### config.mk
export PLATFORM = sky130hd
export DESIGN_NAME = nes_reader
export DESIGN_NICKNAME = d
export VERILOG_FILES = /design/src/rtl/nes_pkg.sv /design/src/rtl/nes_poll_timer.sv /design/src/rtl/nes_reader.sv
export SDC_FILE = /design/constraint.sdc
export NUM_CORES = 1
export LEC_CHECK = 0
export CAP_MARGIN = 30
export CORE_MARGIN = 10
export CORE_UTILIZATION = 55
export CTS_CLUSTER_SIZE = 10
export DETAILED_ROUTE_END_ITERATION = 16
export GPL_TIMING_DRIVEN = 0
export PLACE_DENSITY = 0.76
export SETUP_SLACK_MARGIN = 0.15
export SLEW_MARGIN = 20
export SYNTH_ARGS = -nofsm -noshare
export SYNTH_HDL_FRONTEND = slang
export SYNTH_HIERARCHICAL = 1
export SYNTH_SLANG_ARGS = --single-unit
export TNS_END_PERCENT = 30
### constraint.sdc
create_clock -name clk -period 2.66 [get_ports clk]
set_clock_uncertainty 0.05 [all_clocks]
set_input_delay 0.532 -clock clk [delete_from_list [all_inputs] [get_ports clk]]
set_output_delay 0.532 -clock clk [all_outputs]
set_load 0.03 [all_outputs]
### src/rtl/nes_pkg.sv
// nes_pkg: shared types and default timing for the NES controller reader.
// Button order matches the order the controller shifts its bits out.
package nes_pkg;

  localparam int BTN_A      = 7;
  localparam int BTN_B      = 6;
  localparam int BTN_SELECT = 5;
  localparam int BTN_START  = 4;
  localparam int BTN_UP     = 3;
  localparam int BTN_DOWN   = 2;
  localparam int BTN_LEFT   = 1;
  localparam int BTN_RIGHT  = 0;

  localparam int DEF_LATCH_CYCLES = 152;
  localparam int DEF_HALF_CYCLES  = 152;
  localparam int DEF_POLL_CYCLES  = 419583;

  typedef enum logic [2:0] {
    IDLE,
    LATCH,
    LOW,
    HIGH,
    DONE
  } nes_state_e;

endpackage

### src/rtl/nes_poll_timer.sv
// nes_poll_timer: free-running modulo-POLL_CYCLES counter.
// wrap is high on the last count, one cycle per period.
module nes_poll_timer #(
  parameter int POLL_CYCLES = 419583
) (
  input  logic clk,
  input  logic reset,
  output logic wrap
);

  localparam int CW = (POLL_CYCLES > 1) ? $clog2(POLL_CYCLES) : 1;

  logic [CW-1:0] count;

  assign wrap = (count == CW'(POLL_CYCLES - 1));

  always_ff @(posedge clk) begin
    if (reset) begin
      count <= '0;
    end else if (wrap) begin
      count <= '0;
    end else begin
      count <= count + CW'(1);
    end
  end

endmodule

### src/rtl/nes_reader.sv
// nes_reader: polls an NES controller once per period and publishes
// the held button word plus one-cycle new-press strobes.
module nes_reader
  import nes_pkg::*;
#(
  parameter int LATCH_CYCLES = DEF_LATCH_CYCLES,
  parameter int HALF_CYCLES  = DEF_HALF_CYCLES,
  parameter int POLL_CYCLES  = DEF_POLL_CYCLES
) (
  input  logic       clk,
  input  logic       reset,
  input  logic       nes_data,
  output logic       nes_latch,
  output logic       nes_pulse,
  output logic [7:0] buttons,
  output logic [7:0] pressed,
  output logic       frame_valid
);

  localparam int MAXC = (LATCH_CYCLES > HALF_CYCLES) ?
                        LATCH_CYCLES : HALF_CYCLES;
  localparam int TW   = (MAXC > 1) ? $clog2(MAXC) : 1;

  localparam logic [TW-1:0] LATCH_LOAD = TW'(LATCH_CYCLES - 1);
  localparam logic [TW-1:0] HALF_LOAD  = TW'(HALF_CYCLES - 1);

  nes_state_e    state;
  logic [TW-1:0] timer;
  logic [2:0]    idx;
  logic [7:0]    shift;
  logic [1:0]    sync_q;
  logic          start;
  logic          data_bit;

  nes_poll_timer #(
    .POLL_CYCLES(POLL_CYCLES)
  ) u_poll (
    .clk  (clk),
    .reset(reset),
    .wrap (start)
  );

  // Line idles high when released or unplugged, so invert to active-high.
  assign data_bit = ~sync_q[1];

  always_ff @(posedge clk) begin
    if (reset) begin
      sync_q <= 2'b11;
    end else begin
      sync_q <= {sync_q[0], nes_data};
    end
  end

  always_ff @(posedge clk) begin
    if (reset) begin
      state       <= IDLE;
      timer       <= '0;
      idx         <= '0;
      shift       <= '0;
      nes_latch   <= 1'b0;
      nes_pulse   <= 1'b0;
      buttons     <= '0;
      pressed     <= '0;
      frame_valid <= 1'b0;
    end else begin
      pressed     <= '0;
      frame_valid <= 1'b0;
      unique case (state)
        IDLE: begin
          if (start) begin
            state     <= LATCH;
            nes_latch <= 1'b1;
            timer     <= LATCH_LOAD;
          end
        end
        LATCH: begin
          if (timer == '0) begin
            state     <= LOW;
            nes_latch <= 1'b0;
            idx       <= '0;
            timer     <= HALF_LOAD;
          end else begin
            timer <= timer - TW'(1);
          end
        end
        LOW: begin
          if (timer == '0) begin
            shift[3'd7 - idx] <= data_bit;
            if (idx == 3'd7) begin
              state <= DONE;
            end else begin
              state     <= HIGH;
              nes_pulse <= 1'b1;
              timer     <= HALF_LOAD;
            end
          end else begin
            timer <= timer - TW'(1);
          end
        end
        HIGH: begin
          if (timer == '0) begin
            state     <= LOW;
            nes_pulse <= 1'b0;
            idx       <= idx + 3'd1;
            timer     <= HALF_LOAD;
          end else begin
            timer <= timer - TW'(1);
          end
        end
        DONE: begin
          buttons     <= shift;
          pressed     <= shift & ~buttons;
          frame_valid <= 1'b1;
          state       <= IDLE;
        end
        default: begin
          state <= IDLE;
        end
      endcase
    end
  end

endmodule

==> flow_metrics.env <==
export IMPL_worstSetupPathType="register to register"
export IMPL_hold_buffers=0
export IMPL_synth_edf_count=0
export IMPL_drt_iter0_markers=109
export IMPL_reg2reg_from="u_poll/count[5]"
export IMPL_worstPathCellList="nand4_2 > clkbuf_1 > nor3_1 > nor3_1 > nor2_1 > a31oi_1 > a311oi_1"
export IMPL_cts_tree="built"
export IMPL_syn_nets=312
export IMPL_grt_max_degree=11
export IMPL_power_density_nw_per_um2=622
export IMPL_ir_drop_mv=0.373
export IMPL_max_stage_delay_ps=460
export IMPL_slew_headroom=0.513
export IMPL_nets=344
export IMPL_grtUsageMet1=0.168
export IMPL_dieArea_um2=8140
export IMPL_cp_common_cell="nor3_1"
export IMPL_clk_pin_slew_ps=70
export IMPL_required_ps=2850
export IMPL_clock_sinks=62
export IMPL_yosys_area_top_type_share=0.457
export IMPL_start_util=0.571
export IMPL_grt_busiest_layer="met2"
export IMPL_coreArea_um2=4750
export IMPL_ctsResizeCount=0
export IMPL_cts_setup_buffers=0
export IMPL_fillerInstances=415
export IMPL_synth_commonest_cells="62 x dfxtp_1, 31 x nor2_1, 26 x nand2_1"
export IMPL_yosys_warnings=6
export IMPL_ff2ff_setup_slack_ps=380
export IMPL_drc_errors=0
export IMPL_postRouteAntennaNets=0
export IMPL_vias=2364
export IMPL_grt_antenna_before_repair=0
export IMPL_use_met2=0.238
export IMPL_period_share=0.857
export IMPL_synthArstFlopShare=0
export IMPL_netlist_instances=304
export IMPL_syn_area_per_cell_um2=8.93
export IMPL_reg2reg_to="timer[2]"
export IMPL_arrival_ps=2470
export IMPL_tightest_slew_ps=725
export IMPL_min_path_type="register to register"
export IMPL_syn_to_final_growth_pct=19.2
export IMPL_maxCapViolCount=0
export IMPL_clk_latency_ps=330
export IMPL_max_freq_mhz=439
export IMPL_gp_congestion=0.874
export IMPL_hold_depth=1
export IMPL_die_h_um=90.2
export IMPL_portBuffers=21
export IMPL_h_tree_depth=3
export IMPL_synth_area_top_cells="dfxtp_1 46%, xnor2_1 4.5%, nor2_1 4.3%"
export IMPL_diodes=0
export IMPL_min_period_ps=2280
export IMPL_rsz0062_at_grt="no"
export IMPL_use_met3=0.0457
export IMPL_wl_per_cell_um=14.5
export IMPL_ys_types=49
export IMPL_vias_per_cell=5.81
export IMPL_cts_buffers=9
export IMPL_grtUsageTotal=0.147
export IMPL_status="complete, no violations"
export IMPL_cts_root_buf="clkbuf_8"
export IMPL_layout_drive_gt1_share=0.109
export IMPL_drv_slew=0
export IMPL_die_w_um=90.2
export IMPL_yosysSeqAreaShare=0.457
export IMPL_fp_row_count=25
export IMPL_grt_pass1_vias=2198
export IMPL_synth_top_cell_by_area="dfxtp_1"
export IMPL_hold_end="sync_q[1]"
export IMPL_dr_pass1_iters=4
export IMPL_synth_top_flop_cell="dfxtp_1"
export IMPL_ff2ff_path_depth=7
export IMPL_hp_start="sync_q[0]"
export IMPL_path_delay_family="simple AND/OR/NAND/NOR gates"
export IMPL_cp_end_kind="register"
export IMPL_leakage_nw=1.03
export IMPL_grt_ovfl_total=0
export IMPL_hold_violations=0
export IMPL_grt_first_pass_wirelength_mm=10.0
export IMPL_num_io_pins=22
export IMPL_max_clock_path_buffers=2
export IMPL_path_max_fanout=10
export IMPL_syn_area_um2=2710
export IMPL_ys_ff_latch=62
export IMPL_setup_tns_ps=0
export IMPL_place_area_um2=3010
export IMPL_cp_num_buf_inv=1
export IMPL_hpwl_mm=4.13
export IMPL_setup_viol=0
export IMPL_wl_mm=5.91
export IMPL_synth_most_common_cell="dfxtp_1"
export IMPL_design_area_um2=3230
export IMPL_start_kind="register"
export IMPL_slowest_stage="nor3_1"
layer usage:
metal	share of wire	vias up
li1	-	1168
met1	0.46	1111
met2	0.46	72
met3	0.056	13
met4	0.019	0
met5	0	-
through the flow:
step / power [mW] / hold WS (ps) / worst slack [ps] / util / cells
finish: 2.01 / 371 / 382 / 0.680 / 407
global route: 2.10 / 395 / 157 / 0.680 / 407
CTS: 2.03 / 369 / 387 / 0.679 / 407
detailed placement: 1.11 / 353 / 409 / 0.633 / 392
global placement: 1.11 / 343 / 398 / 0.633 / 392
floorplan: 1.08 / 339 / 710 / - / 304
worst max-delay path by stage:
stage | cells after the start | from | end
CTS | 7 | u_poll/count[5] | timer[1]
detailed placement | 7 | u_poll/count[5] | timer[1]
global route | 7 | u_poll/count[5] | timer[2]
floorplan | 8 | timer[0] | timer[1]
finish | 7 | u_poll/count[5] | timer[2]
global placement | 7 | u_poll/count[5] | timer[1]
kinds of logic (layout without fill, tap and decap cells):
kind of cell    after synthesis  after routing  share of synthesized area
simple gates                134            134                      0.275
flops                        62             62                      0.457
compound gates               61             61                      0.153
buf+inv                      26             62                     0.0392
xor+xnor                     15             15                     0.0484
fa+ha+maj                     5              5                     0.0231
mux                           1              1                    0.00369
state kept, by name (all words and copies together), names as in the netlist:
signal        cells
pressed           8
sync_q            2
timer             8
nes_latch         1
shift             8
u_poll/count     19
state             3
buttons           8
frame_valid       1
idx               3
nes_pulse         1
where the power goes:
| part | internal [mW] | leakage (nW) | switching, mW |
|---|---|---|---|
| sequential | 0.941 | 0.501 | 0.0142 |
| combinational | 0.0499 | 0.415 | 0.0899 |
| clock | 0.570 | 0.115 | 0.347 |
cells in the final DEF, fill, tap and decap left out, drive strengths merged, types with 11 or more instances in the layout:
cell type       n
dfxtp          62
clkbuf         22
nand4          12
clkdlybuf4s50  21
nand2          26
a311oi         11
nor3           12
nor4           11
a31oi          13
a21oi          19
xnor2          14
nor2           31
cell type report:
| type | instances | area (um2) | share of cell area |
|---|---|---|---|
| Buffer | 16 | 68.8 | 0.0213 |
| Clock buffer | 11 | 151 | 0.0468 |
| Clock inverter | 4 | 70.1 | 0.0217 |
| Inverter | 10 | 37.5 | 0.0116 |
| Multi-Input combinational cell | 216 | 1370 | 0.424 |
| Sequential cell | 62 | 1240 | 0.384 |
| Tap cell | 67 | 83.8 | 0.0259 |
| Timing Repair Buffer | 21 | 210 | 0.0650 |
worst reg2reg max path: cells and delay by family (launching register included):
| kind | cells | cell delay [ps] |
|---|---|---|
| AOI/OAI and AO/OA | 2 | 370 |
| buffers and inverters | 1 | 260 |
| DFF | 1 | 400 |
| and+or+nand+nor | 4 | 1110 |
Note: power is estimated with default switching activity, not from simulation.
